### src/rtl/ioctl_upload_server_pkg.sv
// Shared definitions for the data_io upload path: slot indexes, pad byte,
// upload state encoding and the saturating byte-pointer increment.
package ioctl_upload_server_pkg;

    localparam logic [7:0] IOCTL_IDX_ROM   = 8'd0;
    localparam logic [7:0] IOCTL_IDX_NVRAM = 8'd4;
    localparam logic [7:0] PAD_BYTE        = 8'hFF;
    localparam int         PTR_W           = 25;

    typedef enum logic [1:0] {
        IDLE  = 2'd0,
        FETCH = 2'd1,
        HOLD  = 2'd2
    } upl_state_t;

    // Pointer never runs past the slot size, so it cannot wrap back into memory.
    function automatic logic [PTR_W-1:0] ptr_sat_inc(input logic [PTR_W-1:0] p,
                                                     input logic [PTR_W-1:0] lim);
        return (p >= lim) ? lim : p + 25'd1;
    endfunction

endpackage

### src/rtl/ioctl_upload_server_if.sv
// Core memory read port used to prefetch upload bytes (req held until ack).
interface ioctl_upload_server_if #(
    parameter int AW = 12
) ();
    logic          mem_req;
    logic [AW-1:0] mem_addr;
    logic          mem_ack;
    logic [7:0]    mem_data;

    modport master (output mem_req, output mem_addr, input mem_ack, input mem_data);
    modport slave  (input mem_req, input mem_addr, output mem_ack, output mem_data);
endinterface

### src/rtl/ioctl_upload_server.sv
// Core-side responder for data_io uploads: prefetches one byte ahead from a
// core memory port into ioctl_din and pauses the core while the slot streams.
module ioctl_upload_server
    import ioctl_upload_server_pkg::*;
#(
    parameter logic [7:0] INDEX = IOCTL_IDX_NVRAM,
    parameter int         AW    = 12,
    parameter int         SIZE  = 4096,
    parameter logic [7:0] PAD   = PAD_BYTE
) (
    input  logic                  clk_sys,
    input  logic                  reset_n,
    input  logic                  ioctl_upload,
    input  logic [7:0]            ioctl_index,
    input  logic                  ioctl_rd,
    output logic [7:0]            ioctl_din,
    ioctl_upload_server_if.master mem,
    output logic                  core_pause,
    output logic                  busy,
    output logic                  overrun
);

    localparam logic [PTR_W-1:0] SIZE_P = PTR_W'(SIZE);

    upl_state_t       state;
    logic [PTR_W-1:0] ptr;
    logic [PTR_W-1:0] ptr_n;
    logic             stale;   // outstanding request belongs to an address already consumed
    logic             sel;

    assign sel   = ioctl_upload && (ioctl_index == INDEX);
    assign ptr_n = ioctl_rd ? ptr_sat_inc(ptr, SIZE_P) : ptr;

    // Upload FSM; every output is registered here. IDLE is only reached with
    // sel low, so sel seen in IDLE is the upload start edge.
    always_ff @(posedge clk_sys or negedge reset_n) begin
        if (!reset_n) begin
            state        <= IDLE;
            ioctl_din    <= PAD;
            mem.mem_req  <= 1'b0;
            mem.mem_addr <= '0;
            core_pause   <= 1'b0;
            busy         <= 1'b0;
            overrun      <= 1'b0;
            ptr          <= '0;
            stale        <= 1'b0;
        end else if (!sel) begin
            ioctl_din <= PAD;
            if (state == FETCH && mem.mem_req && !mem.mem_ack) begin
                // never abandon a request: keep it up until the memory answers
                core_pause <= 1'b1;
                busy       <= 1'b1;
            end else begin
                state       <= IDLE;
                mem.mem_req <= 1'b0;
                busy        <= 1'b0;
                core_pause  <= 1'b0;
                stale       <= 1'b0;
            end
        end else begin
            core_pause <= 1'b1;
            case (state)
                IDLE: begin
                    state        <= FETCH;
                    ptr          <= '0;
                    overrun      <= 1'b0;
                    stale        <= 1'b0;
                    mem.mem_req  <= 1'b1;
                    mem.mem_addr <= '0;
                    busy         <= 1'b1;
                end
                FETCH: begin
                    ptr <= ptr_n;
                    if (ioctl_rd) overrun <= 1'b1;
                    if (mem.mem_req) begin
                        if (mem.mem_ack) begin
                            mem.mem_req <= 1'b0;
                            if (stale || ioctl_rd) begin
                                // data is for an old address; refetch after a one-cycle gap
                                stale <= 1'b0;
                            end else begin
                                ioctl_din <= mem.mem_data;
                                state     <= HOLD;
                                busy      <= 1'b0;
                            end
                        end else if (ioctl_rd) begin
                            stale <= 1'b1;
                        end
                    end else if (ptr_n >= SIZE_P) begin
                        ioctl_din <= PAD;
                        state     <= HOLD;
                        busy      <= 1'b0;
                    end else begin
                        mem.mem_req  <= 1'b1;
                        mem.mem_addr <= ptr_n[AW-1:0];
                    end
                end
                HOLD: begin
                    if (ioctl_rd) begin
                        ptr <= ptr_n;
                        if (ptr_n >= SIZE_P) begin
                            ioctl_din <= PAD;
                        end else begin
                            state        <= FETCH;
                            busy         <= 1'b1;
                            mem.mem_req  <= 1'b1;
                            mem.mem_addr <= ptr_n[AW-1:0];
                        end
                    end
                end
                default: state <= IDLE;
            endcase
        end
    end

endmodule
### src/flat_wrapper.sv
// flat-port wrapper written by rule: the top's interface ports become plain ports
module ioctl_upload_server_flat import ioctl_upload_server_pkg::*;
#(
    parameter logic [7:0] INDEX = IOCTL_IDX_NVRAM,
    parameter int         AW    = 12,
    parameter int         SIZE  = 4096,
    parameter logic [7:0] PAD   = PAD_BYTE
)
  (clk_sys, reset_n, ioctl_upload, ioctl_index, ioctl_rd, ioctl_din, core_pause, busy, overrun, mem_mem_req, mem_mem_addr, mem_mem_ack, mem_mem_data);
  ioctl_upload_server_if #(.AW(AW)) mem_i ();
  input  logic clk_sys;
  input  logic reset_n;
  input  logic ioctl_upload;
  input  logic [7:0] ioctl_index;
  input  logic ioctl_rd;
  output logic [7:0] ioctl_din;
  output logic core_pause;
  output logic busy;
  output logic overrun;
  output wire logic [$bits(mem_i.mem_req)-1:0] mem_mem_req;
  output wire logic [$bits(mem_i.mem_addr)-1:0] mem_mem_addr;
  input wire logic [$bits(mem_i.mem_ack)-1:0] mem_mem_ack;
  input wire logic [$bits(mem_i.mem_data)-1:0] mem_mem_data;
  assign mem_mem_req = mem_i.mem_req;
  assign mem_mem_addr = mem_i.mem_addr;
  assign mem_i.mem_ack = mem_mem_ack;
  assign mem_i.mem_data = mem_mem_data;
  ioctl_upload_server #(.INDEX(INDEX), .AW(AW), .SIZE(SIZE), .PAD(PAD)) u_core (.clk_sys(clk_sys), .reset_n(reset_n), .ioctl_upload(ioctl_upload), .ioctl_index(ioctl_index), .ioctl_rd(ioctl_rd), .ioctl_din(ioctl_din), .mem(mem_i), .core_pause(core_pause), .busy(busy), .overrun(overrun));
endmodule
### config.mk
export PLATFORM = sky130hd
export DESIGN_NAME = ioctl_upload_server_flat
export DESIGN_NICKNAME = d
export VERILOG_FILES = /design/src/rtl/ioctl_upload_server_pkg.sv /design/src/rtl/ioctl_upload_server_if.sv /design/src/rtl/ioctl_upload_server.sv /design/src/flat_wrapper.sv
export SDC_FILE = /design/constraint.sdc
export NUM_CORES = 1
export LEC_CHECK = 0
export CAP_MARGIN = 20
export CORE_MARGIN = 2
export CORE_UTILIZATION = 51
export CTS_BUF_LIST = sky130_fd_sc_hd__clkbuf_8
export CTS_CLUSTER_DIAMETER = 40
export DETAILED_ROUTE_END_ITERATION = 8
export PLACE_DENSITY = 0.74
export REMOVE_ABC_BUFFERS = 1
export SLEW_MARGIN = 25
export SYNTH_ARGS = -nofsm -noshare
export SYNTH_HDL_FRONTEND = slang
export SYNTH_SLANG_ARGS = --single-unit
export TNS_END_PERCENT = 100
### constraint.sdc
create_clock -name clk_sys -period 2.7 [get_ports clk_sys]
set_input_delay 0.27 -clock clk_sys [delete_from_list [all_inputs] [get_ports clk_sys]]
set_output_delay 0.27 -clock clk_sys [all_outputs]
set_load 0.01 [all_outputs]
==> metrics.txt <==
status=finished clean; Boundary Pins=45; Worst setup EP type=flip-flop; Power, Total=~1.3 mW; Die X=about 80 microns; Initial Utilization=52.7%; pin count of the biggest net entering global routing=30; internal reg-to-reg setup slack=between 0.3 and 0.4 ns; dominant synthesized flop cell=dfrtp_1; initial antenna violation count=0; Vias/cell=around 5.8; footprint of the multi-input gates=about 0.0015 sq mm; most frequent cells in the layout=dfrtp_1 (44), clkdlybuf4s50_1 (43), nor2_1 (27); root buf cell=clkbuf_8; Setup TNS=0 ns; Leak=1.52 nW; Slew Viols, Final=0; crit path launch=u_core.ptr[0]; post-synth top area cell=dfrtp_1; Seq/Total Area, Yosys=roughly 46%; Syn. warnings=0; Hold Vio Cnt, Final=0; Reg area=approximately 0.0013 sq mm; slowest stage delay, CP=roughly 0.54 ns; TritonRoute pass-1 iters=5; pre-CTS setup slack=approximately 0.21 ns; Core Area=about 0.0055 sq mm; Final Skew=approximately 0.007 ns; Cell Pwr Density=around 370 mW/mm^2; TritonCTS clock tree=yes; drt drc=0; RSZ-0062 raised after global routing=no; Yosys reg bits=52; Cells after Synth=292; CTS Buf Count=5; WP data arrival=2.57 ns; top cells by area, synth=dfrtp_1 (38%), dfstp_2 (7.3%), nor2_1 (3.5%); area share of the largest cell type after synthesis=approximately two fifths; Slew Limit Headroom=49.2%; Port Buffer Count=44; Die ar.=0.00627 sq mm; Starting DRT DRC Count=201; post-synthesis async set-or-reset flop share=100%; Antenna Diode Count=0; GRT Total Usage=21.9%; min-delay worst type=input port to async pin; Post-Syn Area per Cell=between 9 and 10 sq um; insertion delay to the later sink of the worst-skew pair=~0.30 ns; CTS max path bufs=2; Critical Path Start Type=flip-flop; final setup vio count=0; r2r endpoint=u_core.mem.mem_addr[2]; Die Y-Extent=79.2 microns; wire per inst=roughly 15 microns; Worst VDD drop=roughly 0.27 mV; post-cts sizing count=0; first-pass GRT wire length=11,000 microns; worst slew pin tran=0.759 ns; Post-synth EDFFs=0; Cell variety after synth=58; Critical Path RT=between 2 and 3 ns; R2R cell count=6; Max Cap Violations=0; Cell Rows=27; Syn Std Cell Area=between 0.002 and 0.003 sq mm; max frequency=approximately 420 MHz; crit path max-delay cell type=o21ai_2; H-Tree Depth=2; r2r startpoint=u_core.ptr[0]; Clock transition at path regs=around 0.09 ns; routability-driven placement congestion ratio=between 0.8 and 0.9; most common cell after layout, fill and taps aside=dfrtp_1; fin nets=376; Layout area overhead=23.4%; worst path cell trace=ha_1 > nand4_4 > nor4_4 > nor2_2 > o21ai_2 > mux2_2; Routed WL=between 6000 and 7000 microns; layout filler cell count=around 480; Final WS setup=0.322 ns; total gr overflow=0; remaining antenna violation count=0; critical path type=flip-flop to flip-flop; post-DP HPWL=between 4000 and 5000 microns; Num Clock Sinks=52; share of layout cells above drive strength 1=roughly 16%; number of global-route vias before repair=roughly 2,300; post-route clock period utilization=88.1%; CP max FO=12; post-route minimum period=2.38 ns; vias post-DR=about 2,400
==> logic make-up (layout without fill, tap and decap cells) <==
kind of cell | after synthesis | count (layout) | synth area share [%]
compound gates | 72 | 72 | 17.2
xor+xnor | 7 | 7 | 2.13
fa+ha+maj | 7 | 7 | 3.04
buf+inv | 27 | 84 | 4.12
flops | 52 | 52 | 45.5
mux | 10 | 10 | 4.12
simple gates | 117 | 117 | 23.8
==> state kept, by name, indices dropped and copies added (netlist names) <==
name and cells:
u_core.ptr 25, u_core.mem.mem_addr 12, u_core.ioctl_din 8, u_core.state 2, u_core.busy 1, u_core.core_pause 1, u_core.mem.mem_req 1, u_core.overrun 1
u_core.stale 1
==> Yosys cell counts (all sizes together), types with 2 or more instances <==
cell,n
dfstp,8
o21ai,13
ha,7
dfrtp,44
o22a,8
and3,4
or4,3
a41oi,3
or2,2
o2bb2ai,5
mux2i,4
a21o,2
o31ai,3
o22ai,4
nor2b,3
o41ai,2
inv,15
or3,2
nor4,8
a31oi,8
nor2,30
buf,7
nor3b,2
mux2,6
o21bai,2
xnor2,7
clkbuf,4
nand4,7
nor3,8
a21oi,17
nor4b,3
nand3,10
nand2b,4
nand2,28
==> worst max path at each step <==
| stage | endpoint | slack, ns | cells past startpoint |
|---|---|---|---|
| floorplan | u_core.mem.mem_addr[2] | 0.42 | 6 |
| global placement | u_core.ioctl_din[0] | 0.23 | 7 |
| detailed placement | u_core.ioctl_din[4] | 0.21 | 7 |
| CTS | u_core.mem.mem_addr[2] | 0.31 | 6 |
| global route | u_core.mem.mem_addr[2] | 0.12 | 6 |
| finish | u_core.mem.mem_addr[2] | 0.32 | 6 |
==> metrics by stage <==
| step | hold slack, ns | instance area (sq um) | instances | util [%] |
|---|---|---|---|---|
| after floorplan | -0.0256 | 2820 | 281 | - |
| after global placement | 0.290 | 3460 | 412 | 63.2 |
| after detailed placement | 0.294 | 3460 | 412 | 63.2 |
| after CTS | 0.491 | 3560 | 421 | 65.0 |
| after global routing | 0.520 | 3560 | 421 | 65.0 |
| final | 0.485 | 3560 | 421 | 65.0 |
==> repair_timing <==
| action | CTS | global route |
|---|---|---|
| hold endpoints to repair | 44 | 0 |
| hold buffers | 1 | 0 |
| buffers inserted | 0 | 0 |
==> worst max-delay path: cells and delay by family, from the launching register on <==
family / cells / cell delay [ns]
AO/OA/AOI/OAI: 1 / 0.54
adder cells (fa/ha/maj): 1 / 0.29
flip-flops: 1 / 0.46
multiplexers: 1 / 0.40
AND/OR/NAND/NOR: 3 / 0.59
==> area by class of cell <==
class	count	area share (%)
flip-flops and latches	52	36.9
inverters	16	1.69
well taps	72	2.53
multi-input cells	213	40.8
clock buffers	5	1.94
repair buffers	60	15.7
clock inverters	3	0.457
==> per-layer routing <==
layer  share of wire, %  track usage [%]
met1                 45             27.9
met2                 49             38.0
met3                4.6             3.52
met4                1.2             7.24
met5                  0                0
==> power by group <==
group	switching [mW]	leakage [nW]	internal, mW	total [mW]
sequential	0.0135	0.662	0.789	0.803
clock	0.248	0.0507	0.178	0.426
combinational	0.0455	0.812	0.0474	0.0929
total	0.307	1.52	1.01	1.32
(Power assumes the default switching activity.)
